==> src/rtl/pipeline_cpu.sv <==
// Five-stage in-order RV32I-subset core (IF/ID/EX/MEM/WB) with full forwarding,
// a one-bubble load-use interlock and branch/jump resolution in EX.
module pipeline_cpu #(
  parameter logic [31:0] RESET_PC = 32'h0000_0000
) (
  input  logic        clk,
  input  logic        rst,
  input  logic [31:0] instr_in,
  input  logic [31:0] Data_in,
  output logic [31:0] PC_out,
  output logic [31:0] Addr_out,
  output logic [31:0] Data_out,
  output logic        mem_w,
  output logic [2:0]  DMType_out,
  output logic [31:0] debug_data,
  input  logic [4:0]  reg_sel,
  output logic [31:0] reg_data
);
  localparam logic [6:0] OP_LUI    = 7'b0110111;
  localparam logic [6:0] OP_AUIPC  = 7'b0010111;
  localparam logic [6:0] OP_JAL    = 7'b1101111;
  localparam logic [6:0] OP_JALR   = 7'b1100111;
  localparam logic [6:0] OP_BRANCH = 7'b1100011;
  localparam logic [6:0] OP_LOAD   = 7'b0000011;
  localparam logic [6:0] OP_STORE  = 7'b0100011;
  localparam logic [6:0] OP_IMM    = 7'b0010011;
  localparam logic [6:0] OP_REG    = 7'b0110011;

  typedef enum logic [3:0] {
    ALU_ADD, ALU_SUB, ALU_SLL, ALU_SLT, ALU_SLTU,
    ALU_XOR, ALU_SRL, ALU_SRA, ALU_OR, ALU_AND
  } alu_op_t;

  logic [31:0] regs [32];
  logic [31:0] pc, ifid_pc, ifid_instr;

  logic [31:0] idex_pc, idex_rv1, idex_rv2, idex_imm;
  logic [4:0]  idex_rs1, idex_rs2, idex_rd;
  logic [2:0]  idex_f3, idex_dmtype;
  alu_op_t     idex_alu;
  logic        idex_we, idex_mem_read, idex_mem_write, idex_branch, idex_jal, idex_jalr;
  logic        idex_a_pc, idex_a_zero, idex_b_imm;

  logic [31:0] exmem_result, exmem_store;
  logic [4:0]  exmem_rd;
  logic [2:0]  exmem_dmtype;
  logic        exmem_we, exmem_mem_read, exmem_mem_write;

  logic [31:0] memwb_value;
  logic [4:0]  memwb_rd;
  logic        memwb_we;

  logic [6:0]  opcode, funct7;
  logic [2:0]  funct3;
  logic [4:0]  rs1, rs2, rd;
  logic [31:0] imm_i, imm_s, imm_b, imm_u, imm_j;

  assign opcode = ifid_instr[6:0];
  assign rd     = ifid_instr[11:7];
  assign funct3 = ifid_instr[14:12];
  assign rs1    = ifid_instr[19:15];
  assign rs2    = ifid_instr[24:20];
  assign funct7 = ifid_instr[31:25];

  assign imm_i = {{20{ifid_instr[31]}}, ifid_instr[31:20]};
  assign imm_s = {{20{ifid_instr[31]}}, ifid_instr[31:25], ifid_instr[11:7]};
  assign imm_b = {{19{ifid_instr[31]}}, ifid_instr[31], ifid_instr[7],
                  ifid_instr[30:25], ifid_instr[11:8], 1'b0};
  assign imm_u = {ifid_instr[31:12], 12'd0};
  assign imm_j = {{11{ifid_instr[31]}}, ifid_instr[31], ifid_instr[19:12],
                  ifid_instr[20], ifid_instr[30:21], 1'b0};

  function automatic alu_op_t alu_decode(input logic [2:0] f3, input logic alt);
    case (f3)
      3'd0:    return alt ? ALU_SUB : ALU_ADD;
      3'd1:    return ALU_SLL;
      3'd2:    return ALU_SLT;
      3'd3:    return ALU_SLTU;
      3'd4:    return ALU_XOR;
      3'd5:    return alt ? ALU_SRA : ALU_SRL;
      3'd6:    return ALU_OR;
      default: return ALU_AND;
    endcase
  endfunction

  // funct3 size field -> external access type (0 W, 1 H, 2 HU, 3 B, 4 BU)
  function automatic logic [2:0] dm_decode(input logic [2:0] f3);
    case (f3)
      3'd0:    return 3'd3;
      3'd1:    return 3'd1;
      3'd4:    return 3'd4;
      3'd5:    return 3'd2;
      default: return 3'd0;
    endcase
  endfunction

  logic        d_we, d_mem_read, d_mem_write, d_branch, d_jal, d_jalr;
  logic        d_a_pc, d_a_zero, d_b_imm, d_use_rs1, d_use_rs2;
  alu_op_t     d_alu;
  logic [31:0] d_imm;
  logic [2:0]  d_dmtype;

  always_comb begin
    d_we = 1'b0; d_mem_read = 1'b0; d_mem_write = 1'b0;
    d_branch = 1'b0; d_jal = 1'b0; d_jalr = 1'b0;
    d_a_pc = 1'b0; d_a_zero = 1'b0; d_b_imm = 1'b0;
    d_use_rs1 = 1'b0; d_use_rs2 = 1'b0;
    d_alu = ALU_ADD; d_imm = '0; d_dmtype = 3'd0;
    case (opcode)
      OP_LUI:   begin d_we = 1'b1; d_a_zero = 1'b1; d_b_imm = 1'b1; d_imm = imm_u; end
      OP_AUIPC: begin d_we = 1'b1; d_a_pc = 1'b1; d_b_imm = 1'b1; d_imm = imm_u; end
      OP_JAL:   begin d_we = 1'b1; d_jal = 1'b1; d_imm = imm_j; end
      OP_JALR:
        if (funct3 == 3'd0) begin
          d_we = 1'b1; d_jalr = 1'b1; d_use_rs1 = 1'b1; d_imm = imm_i;
        end
      OP_BRANCH:
        if (funct3 inside {3'd0, 3'd1, 3'd4, 3'd5}) begin
          d_branch = 1'b1; d_use_rs1 = 1'b1; d_use_rs2 = 1'b1; d_imm = imm_b;
        end
      OP_LOAD:
        if (funct3 inside {3'd0, 3'd1, 3'd2, 3'd4, 3'd5}) begin
          d_we = 1'b1; d_mem_read = 1'b1; d_use_rs1 = 1'b1; d_b_imm = 1'b1;
          d_imm = imm_i; d_dmtype = dm_decode(funct3);
        end
      OP_STORE:
        if (funct3 inside {3'd0, 3'd1, 3'd2}) begin
          d_mem_write = 1'b1; d_use_rs1 = 1'b1; d_use_rs2 = 1'b1; d_b_imm = 1'b1;
          d_imm = imm_s; d_dmtype = dm_decode(funct3);
        end
      OP_IMM:
        if ((funct3 == 3'd1 && funct7 == 7'h00) ||
            (funct3 == 3'd5 && (funct7 == 7'h00 || funct7 == 7'h20)) ||
            !(funct3 inside {3'd1, 3'd5})) begin
          d_we = 1'b1; d_use_rs1 = 1'b1; d_b_imm = 1'b1; d_imm = imm_i;
          d_alu = alu_decode(funct3, funct3 == 3'd5 && funct7[5]);
        end
      OP_REG:
        if (funct7 == 7'h00 || (funct7 == 7'h20 && (funct3 == 3'd0 || funct3 == 3'd5))) begin
          d_we = 1'b1; d_use_rs1 = 1'b1; d_use_rs2 = 1'b1;
          d_alu = alu_decode(funct3, funct7[5]);
        end
      default: ;
    endcase
  end

  // Register read with write-back bypass; memwb_we already excludes x0.
  logic [31:0] id_rv1, id_rv2;
  assign id_rv1 = (memwb_we && memwb_rd == rs1) ? memwb_value : regs[rs1];
  assign id_rv2 = (memwb_we && memwb_rd == rs2) ? memwb_value : regs[rs2];

  logic load_use;
  assign load_use = idex_mem_read && (idex_rd != 5'd0) &&
                    ((d_use_rs1 && rs1 == idex_rd) || (d_use_rs2 && rs2 == idex_rd));

  logic [31:0] fwd_a, fwd_b, op_a, op_b, alu_y, target, ex_result;
  logic        br_cond, taken;

  // Loads in EX/MEM are never forwarded; the interlock guarantees they are not needed.
  always_comb begin
    fwd_a = idex_rv1;
    if (exmem_we && !exmem_mem_read && exmem_rd == idex_rs1) fwd_a = exmem_result;
    else if (memwb_we && memwb_rd == idex_rs1)               fwd_a = memwb_value;
    fwd_b = idex_rv2;
    if (exmem_we && !exmem_mem_read && exmem_rd == idex_rs2) fwd_b = exmem_result;
    else if (memwb_we && memwb_rd == idex_rs2)               fwd_b = memwb_value;
  end

  assign op_a = idex_a_zero ? 32'd0 : (idex_a_pc ? idex_pc : fwd_a);
  assign op_b = idex_b_imm ? idex_imm : fwd_b;

  always_comb begin
    case (idex_alu)
      ALU_ADD:  alu_y = op_a + op_b;
      ALU_SUB:  alu_y = op_a - op_b;
      ALU_SLL:  alu_y = op_a << op_b[4:0];
      ALU_SLT:  alu_y = {31'd0, $signed(op_a) < $signed(op_b)};
      ALU_SLTU: alu_y = {31'd0, op_a < op_b};
      ALU_XOR:  alu_y = op_a ^ op_b;
      ALU_SRL:  alu_y = op_a >> op_b[4:0];
      ALU_SRA:  alu_y = $unsigned($signed(op_a) >>> op_b[4:0]);
      ALU_OR:   alu_y = op_a | op_b;
      ALU_AND:  alu_y = op_a & op_b;
      default:  alu_y = op_a + op_b;
    endcase
  end

  always_comb begin
    case (idex_f3)
      3'd0:    br_cond = (fwd_a == fwd_b);
      3'd1:    br_cond = (fwd_a != fwd_b);
      3'd4:    br_cond = ($signed(fwd_a) < $signed(fwd_b));
      3'd5:    br_cond = ($signed(fwd_a) >= $signed(fwd_b));
      default: br_cond = 1'b0;
    endcase
  end

  assign taken     = idex_jal || idex_jalr || (idex_branch && br_cond);
  assign target    = idex_jalr ? ((fwd_a + idex_imm) & 32'hFFFF_FFFE) : (idex_pc + idex_imm);
  assign ex_result = (idex_jal || idex_jalr) ? (idex_pc + 32'd4) : alu_y;

  always_ff @(posedge clk) begin
    if (!rst) begin
      pc <= RESET_PC;
      ifid_pc <= '0; ifid_instr <= '0;
      idex_pc <= '0; idex_rv1 <= '0; idex_rv2 <= '0; idex_imm <= '0;
      idex_rs1 <= '0; idex_rs2 <= '0; idex_rd <= '0; idex_f3 <= '0; idex_dmtype <= '0;
      idex_alu <= ALU_ADD;
      idex_we <= 1'b0; idex_mem_read <= 1'b0; idex_mem_write <= 1'b0;
      idex_branch <= 1'b0; idex_jal <= 1'b0; idex_jalr <= 1'b0;
      idex_a_pc <= 1'b0; idex_a_zero <= 1'b0; idex_b_imm <= 1'b0;
      exmem_result <= '0; exmem_store <= '0; exmem_rd <= '0; exmem_dmtype <= '0;
      exmem_we <= 1'b0; exmem_mem_read <= 1'b0; exmem_mem_write <= 1'b0;
      memwb_value <= '0; memwb_rd <= '0; memwb_we <= 1'b0;
      for (int i = 0; i < 32; i++) regs[i] <= '0;
    end else begin
      // Flush has priority over the load-use hold.
      if (taken) begin
        pc <= target;
        ifid_pc <= '0;
        ifid_instr <= '0;
      end else if (!load_use) begin
        pc <= pc + 32'd4;
        ifid_pc <= pc;
        ifid_instr <= instr_in;
      end

      if (taken || load_use) begin
        idex_rs1 <= '0; idex_rs2 <= '0; idex_rd <= '0;
        idex_we <= 1'b0; idex_mem_read <= 1'b0; idex_mem_write <= 1'b0;
        idex_branch <= 1'b0; idex_jal <= 1'b0; idex_jalr <= 1'b0;
        idex_a_pc <= 1'b0; idex_a_zero <= 1'b0; idex_b_imm <= 1'b0;
        idex_alu <= ALU_ADD; idex_imm <= '0; idex_pc <= '0;
        idex_rv1 <= '0; idex_rv2 <= '0; idex_f3 <= '0; idex_dmtype <= '0;
      end else begin
        idex_rs1 <= rs1; idex_rs2 <= rs2; idex_rd <= rd;
        idex_we <= d_we && (rd != 5'd0);
        idex_mem_read <= d_mem_read; idex_mem_write <= d_mem_write;
        idex_branch <= d_branch; idex_jal <= d_jal; idex_jalr <= d_jalr;
        idex_a_pc <= d_a_pc; idex_a_zero <= d_a_zero; idex_b_imm <= d_b_imm;
        idex_alu <= d_alu; idex_imm <= d_imm; idex_pc <= ifid_pc;
        idex_rv1 <= id_rv1; idex_rv2 <= id_rv2; idex_f3 <= funct3; idex_dmtype <= d_dmtype;
      end

      exmem_result <= ex_result;
      exmem_store <= fwd_b;
      exmem_rd <= idex_rd;
      exmem_dmtype <= idex_dmtype;
      exmem_we <= idex_we;
      exmem_mem_read <= idex_mem_read;
      exmem_mem_write <= idex_mem_write;

      memwb_value <= exmem_mem_read ? Data_in : exmem_result;
      memwb_rd <= exmem_rd;
      memwb_we <= exmem_we;

      if (memwb_we) regs[memwb_rd] <= memwb_value;
    end
  end

  assign PC_out     = pc;
  assign Addr_out   = exmem_result;
  assign Data_out   = exmem_store;
  assign mem_w      = exmem_mem_write;
  assign DMType_out = exmem_dmtype;
  assign debug_data = memwb_value;
  assign reg_data   = regs[reg_sel];

endmodule

==> config.mk <==
export PLATFORM = sky130hd
export DESIGN_NAME = pipeline_cpu
export DESIGN_NICKNAME = d
export VERILOG_FILES = /design/src/rtl/pipeline_cpu.sv
export SDC_FILE = /design/constraint.sdc
export NUM_CORES = 2
export LEC_CHECK = 0
export BUFFER_PORTS_ARGS = -buffer_cell sky130_fd_sc_hd__buf_2
export CAP_MARGIN = 10
export CORE_MARGIN = 10
export CORE_UTILIZATION = 40
export CTS_CLUSTER_DIAMETER = 120
export DETAILED_ROUTE_END_ITERATION = 7
export HOLD_SLACK_MARGIN = 0.12
export SYNTH_ARGS = -nofsm -noshare
export SYNTH_HDL_FRONTEND = slang
export SYNTH_SLANG_ARGS = --single-unit
export TNS_END_PERCENT = 20
==> constraint.sdc <==
create_clock -name clk -period 15.6 [get_ports clk]
set_clock_uncertainty 0.1 [all_clocks]
set_input_delay 0.78 -clock clk [delete_from_list [all_inputs] [get_ports clk]]
set_output_delay 0.78 -clock clk [all_outputs]
set_load 0.005 [all_outputs]
# Word-level counts from Yosys, hierarchy flattened

Memories as Yosys holds them, arrays and structs flattened. A register that Yosys moved wholly into a read port is not among the register bits.
Cells that the tools add are included.

Flip-flop bits (word level): 307
RAM bits: 1,024
Output and inout bits: 164
Logic and storage cells: 186
Memories: 1

Add/sub/neg operators: 6
Magnitude comparators: 4
Eq/ne operators: 37
Shifts and indexed selects: 3
Multiplexer cells: 53
Bitwise operators: 8
Reductions and logical operators: 44

Memories:

| name | depth | width | rd ports | clocked after Yosys merged registers in | write ports | line | RTL |
|---|---|---|---|---|---|---|---|
| regs | 32    | 32    | 3        | 2                                       | 32          | 34   | `logic [31:0] regs [32];` |

Operators by type and width:

| cell                                                 | number |
|---|---|
| two-way mux 32 bit                                   | 18 |
| case mux 32 bit (9 select lines)                     | 1 |
| case mux 32 bit (7 select lines)                     | 1 |
| adder 32 bit                                         | 3 |
| less-than comparator 32 bit                          | 3 |
| adder 32 x 3 -> 32 bit (second input constant)       | 2 |
| case mux 4 bit (7 select lines)                      | 2 |
| AND 32 bit                                           | 1 |
| equality test 32 bit                                 | 1 |
| greater-or-equal comparator 32 bit                   | 1 |
| inequality test 32 bit                               | 1 |
| bitwise OR 32 bit                                    | 1 |
| OR reduction 32 bit                                  | 1 |
| left shift 32 x 5 -> 32 bit                          | 1 |
| right shift 32 x 5 -> 32 bit                         | 1 |
| >>> shifter 32 x 5 -> 32 bit                         | 1 |
| subtractor 32 bit                                    | 1 |
| bitwise XOR 32 bit                                   | 1 |
| equality test 5 bit                                  | 6 |
| equality test 7 x 6 -> 1 bit (second input constant) | 4 |
| equality test 7 bit (second input constant)          | 3 |
| two-way mux 1 bit                                    | 18 |
| equality test 4 x 3 -> 1 bit (second input constant) | 4 |
| equality test 3 bit (second input constant)          | 5 |
| other kinds (30)                                     | 74 |

# Logic depth before layout (Yosys ltp)

Depth in word-level cells: 12
Gate-level depth with buffers: 24
Mapped depth without buffers: 20

# Worst setup path after synthesis

Ideal clock, no wire load.

Kind: reg-to-reg
From: register memwb_rd[1]
To: register exmem_result[28] (netlist: Addr_out[28])
Setup time: 74 ps
Arrival: 5,058 ps
Setup slack: 10,368 ps
Cell stages (with the launch flop): 22
Path buffers: 3
Path through: dfxtp_1 > buf_4 > xnor2_2 > nand4_1 > nor2_1 > clkbuf_1 > mux2i_1 > nor2_1 > a21oi_1 > o21ai_0 > ha_1 > clkbuf_1 > o21ai_0 > a21oi_1 > a31oi_1 > o31ai_1 > a221oi_1 > o21ai_0 > a21o_1 > a211o_1 > a31o_2 > a31oi_1

Cells in the longest elaborated chain, start to end: 9
Elaborated cells between the ends (all ways): 21
Classes of those cells: 2 x add/sub; 2 x eq/ne; 3 x shift; 9 x mux; 3 x bitwise; 2 x reduce/logical

RTL lines:

| what                                 | line     | RTL |
|---|---|---|
| start: declaration                   | 50       | `logic [4:0] memwb_rd;` |
| start signal: assignment             | 254      | `memwb_rd <= exmem_rd;` |
| equality test 5 bit                  | 163      | `else if (memwb_we && memwb_rd == idex_rs1) fwd_a = memwb_value;` |
| logical AND 1 bit                    | 163      |  |
| two-way mux 32 bit                   | 163      |  |
| two-way mux 32 bit                   | 162      | `if (exmem_we && !exmem_mem_read && exmem_rd == idex_rs1) fwd_a = exmem_result;` |
| two-way mux 32 bit (2 in a row)      | 169      | `assign op_a = idex_a_zero ? 32'd0 : (idex_a_pc ? idex_pc : fwd_a);` |
| adder 32 bit (tied with other cells) | 174, 184 |  |
| case mux 32 bit (9 select lines) (*) | 173      | `case (idex_alu)` |
| two-way mux 32 bit (*)               | 200      | `assign ex_result = (idex_jal \|\| idex_jalr) ? (idex_pc + 32'd4) : alu_y;` |
| end signal: assignment               | 245      | `exmem_result <= ex_result;` |
| end: declaration                     | 44       | `logic [31:0] exmem_result, exmem_store;` |

Mark *: on every way between the ends. The rest lies on a longest branch, timed or not.
A chain may end at the register's enable or synchronous reset.

# Worst setup path after layout

From: register memwb_rd[2]
To: register exmem_result[28] (netlist: Addr_out[28])

The elaborated chain is that of the path after synthesis.

==> metrics.csv <==
stage;metric;value;unit
critical_path;Worst EP arrival;8.05;ns
clock_tree;CTS tree;built;
clock_tree;total CTS buffers;160;
timing;Hold Violations, Final;0;
global_routing;Total GRT Usage;30.8;%
yosys;Syn Inst Count;7365;
critical_path;critical path's slowest cell;a22oi_1;
power;Worst VDD drop;0.112;mV
timing;TNS Setup;0;ns
clock_tree;CTS sink count;1395;
routing;Iter 0 DRT Violations;10900;
layout;final std cells w/o fill;10400;
yosys;register area share after synthesis;42.2;%
critical_path;FF-to-FF path depth;19;
timing;Final period util;47.6;%
yosys;#FFs+latches synth;1395;
layout;Area Overhead vs Synth;11.5;%
routing;drt drc;0;
clock_tree;clk_lat worst skew;0.85;ns
yosys;synth unique cells;93;
critical_path;critical path endpoint category;flop;
clock_tree;H-tree levels;4;
global_routing;first-pass GRT wire length;538000;um
layout;most common cell after layout, fill and taps aside;and2_1;
place;gpl congestion;0.998;
layout;most frequent cells in the layout;and2_1 (1,084), edfxtp_1 (1,024), mux4_2 (961);
routing;wire per inst;37.4;um
yosys;asr flop ratio synth;0;%
hold_path;Hold Path Stages;3;
critical_path;crit-path max cell delay;0.81;ns
die;Site Rows;174;
routing;WL final;391000;um
timing;Slew @ Worst Pin;1.32;ns
timing;Slew HR;11.5;%
die;core region area;225000;um2
clock_tree;Setup Fix Bufs, Post-CTS;0;
job;MaxCap Viol Count;0;
power;Leak Pwr;37.0;nW
routing;Vias;70100;
clock_tree;Clock Path Buffers;3;
hold_path;WHS Endpoint;ifid_instr[2];
global_routing;total global routing overflow;0;
critical_path;crit-path cells;xnor2_1 -> nand4_2 -> o21ai_0 -> nand3_1 -> a22oi_1 -> inv_1 -> ha_1 -> fa_1 -> nor2b_1 -> o211ai_1 -> nand4_1 -> a31oi_1 -> o31ai_1 -> a221oi_1 -> o21ai_0 -> a21o_1 -> a211o_1 -> a31o_2 -> a31oi_1;
routing;Antenna Violating Nets Remaining;0;
hold_path;HP Start;instr_in[2];
yosys;number of flops mapped to enable cells by yosys;1024;
critical_path;r2r setup slk;8.18;ns
critical_path;Crit Path Class;flop to flop;
die;Die Wd;496;um
routing;first-pass iteration count of the detailed router;7;
yosys;Post-Syn Area;90500;um2
timing;Hold WS;0.174;ns
yosys;Synthesized Nets;7631;
place;Post-Place Cells;10100;
critical_path;Worst EP required;16.23;ns
outcome;status;finished, final reports clean;
die;I/O Pins;235;
power;power density over the cells;98.7;nW/um2
layout;# fillers;20300;
power;power consumption;9.96;mW
hold_path;Worst Hold Class;primary input to flop;
critical_path;Worst setup SP type;flop;
critical_path;reg2reg end;Addr_out[28];
clock_tree;Reg clk slew, reported paths;0.06;ns
critical_path;r2r startpoint;memwb_rd[2];
place;IO Port Bufs;234;
yosys;Avg Cell Area, Syn;12.3;um2
critical_path;crit-path max FO;27;
global_routing;vias in the first global route;67500;
timing;Final Slew Violations;0;
layout;Final nets;7566;
timing;final setup fails;0;
yosys;Synth Warn #;0;
clock_tree;clock tree root buffer cell;clkbuf_16;
global_routing;largest net degree at the start of global routing;103;
die;Initial Utilization;40.3;%
die;die area;246000;um2
timing;f_max;135;MHz
die;Die Ht;496;um
timing;unrepaired setup endpoints after global routing;no;
routing;vias per inst;6.71;
place;HPWL after DPL;252000;um
global_routing;initial antenna violation count;52;
layout;share of cells above drive strength 1;24.8;%
yosys;Primary FF master, synth;edfxtp_1;
timing;Final Critical Period;7.42;ns
[cells in the mapped netlist (29+ instances only)]
library cell  count  share of area [%]
a21o_1           72               0.60
xnor2_1         125                1.2
mux2i_1         282                3.1
mux2_2           56               0.70
a21oi_1         267                1.5
clkbuf_1        525                2.2
xor2_1           47               0.45
ha_1            191                2.6
nand2_1         216               0.90
inv_1           151               0.63
buf_1           113               0.47
and2_1         1085                7.5
edfxtp_1       1024                 34
o21bai_1         29               0.24
dfxtp_1         371                8.2
nand3_1          92               0.51
mux4_2          961                 24
buf_2            48               0.27
o211ai_1         45               0.37
nor2_1          569                2.4
nor3_1           95               0.53
a211oi_1        107               0.89
nand2b_1         32               0.22
a221oi_1         32               0.31
o21ai_0         243                1.3
a31oi_1          57               0.39
nand4_1          33               0.23
[state kept, by name, summed over array words and instances, names as in the netlist, 4 cells and up]
register and count:
Addr_out 32, Data_out 32, idex_imm 32, PC_out 32, ifid_instr 32, regs 1024, idex_rs1 5, idex_rv2 32
idex_rv1 32, idex_rd 5, debug_data 32, ifid_pc 32, idex_pc 32, idex_alu 4, idex_rs2 5, exmem_rd 5
memwb_rd 5
[area by class of cell]
cell class | count | area, um2 | area share (%)
tap | 2992 | 3740 | 3.71
clock buffer | 210 | 4440 | 4.40
sequential | 1395 | 38200 | 37.9
clock inverter | 87 | 876 | 0.868
timing repair buffer | 483 | 3270 | 3.24
inverter | 161 | 616 | 0.610
antenna | 16 | 40.0 | 0.0397
multi-input combinational | 5099 | 49700 | 49.3
[power breakdown]
part	total, mW	internal, mW	leakage, nW	switching, mW
sequential	4.29	4.11	13.6	0.177
clock	3.87	2.19	2.59	1.68
combinational	1.80	0.691	20.8	1.11
[worst max-delay path by stage]
stage / from / depth (start not counted) / endpoint
2_1_floorplan: memwb_rd[1] / 21 / Addr_out[28]
5_1_grt: memwb_rd[2] / 19 / Addr_out[28]
6_report: memwb_rd[2] / 19 / Addr_out[28]
3_3_place_gp: memwb_rd[2] / 19 / Addr_out[28]
4_1_cts: memwb_rd[2] / 19 / Addr_out[28]
3_5_place_dp: memwb_rd[4] / 19 / Addr_out[28]
[cells by family (layout without fill, tap and decap cells)]
group	count (synthesis)	count (layout)	share of synthesized area [%]
compound gates	1158	1158	8.49
xor+xnor	174	174	1.70
fa+ha+maj	195	195	2.73
buf+inv	871	941	3.75
flops	1395	1395	42.2
mux	1300	1300	27.7
other cells	0	16	0
simple gates	2272	2272	13.4
[per-layer routing]
layer  GRT usage (%)  wire (um)  vias to the layer above
met3            8.67      49400                     1204
met5               0         95                        -
met4            18.0      27600                       14
met1            39.4     141000                    35400
met2            46.9     173000                     5350
li1                -          -                    28100
[metrics by stage]
| step | instance area [um2] | setup slack, ns | util (%) |
|---|---|---|---|
| after global placement | 95100 | 8.38 | 42.3 |
| after floorplan | 90500 | 10.37 | - |
| after CTS | 101000 | 8.30 | 44.8 |
| after global routing | 101000 | 7.81 | 44.8 |
| final | 101000 | 8.18 | 44.9 |
| after detailed placement | 95100 | 8.35 | 42.3 |
[critical path: cells and delay by family (launching register included)]
kind / cells / cell delay [ns]
AO/OA/AOI/OAI: 11 / 4.18
XOR/XNOR: 1 / 0.22
adder cells (fa/ha/maj): 2 / 0.76
buffers and inverters: 1 / 0.17
flip-flops: 1 / 0.62
AND/OR/NAND/NOR: 4 / 1.23
[repair_timing]
action                                 CTS  global route
endpoints found under the hold margin   44             0
hold buffers                            44             0
resized for setup                        0             0
setup endpoints to repair                0             0
(Power assumes the default switching activity.)
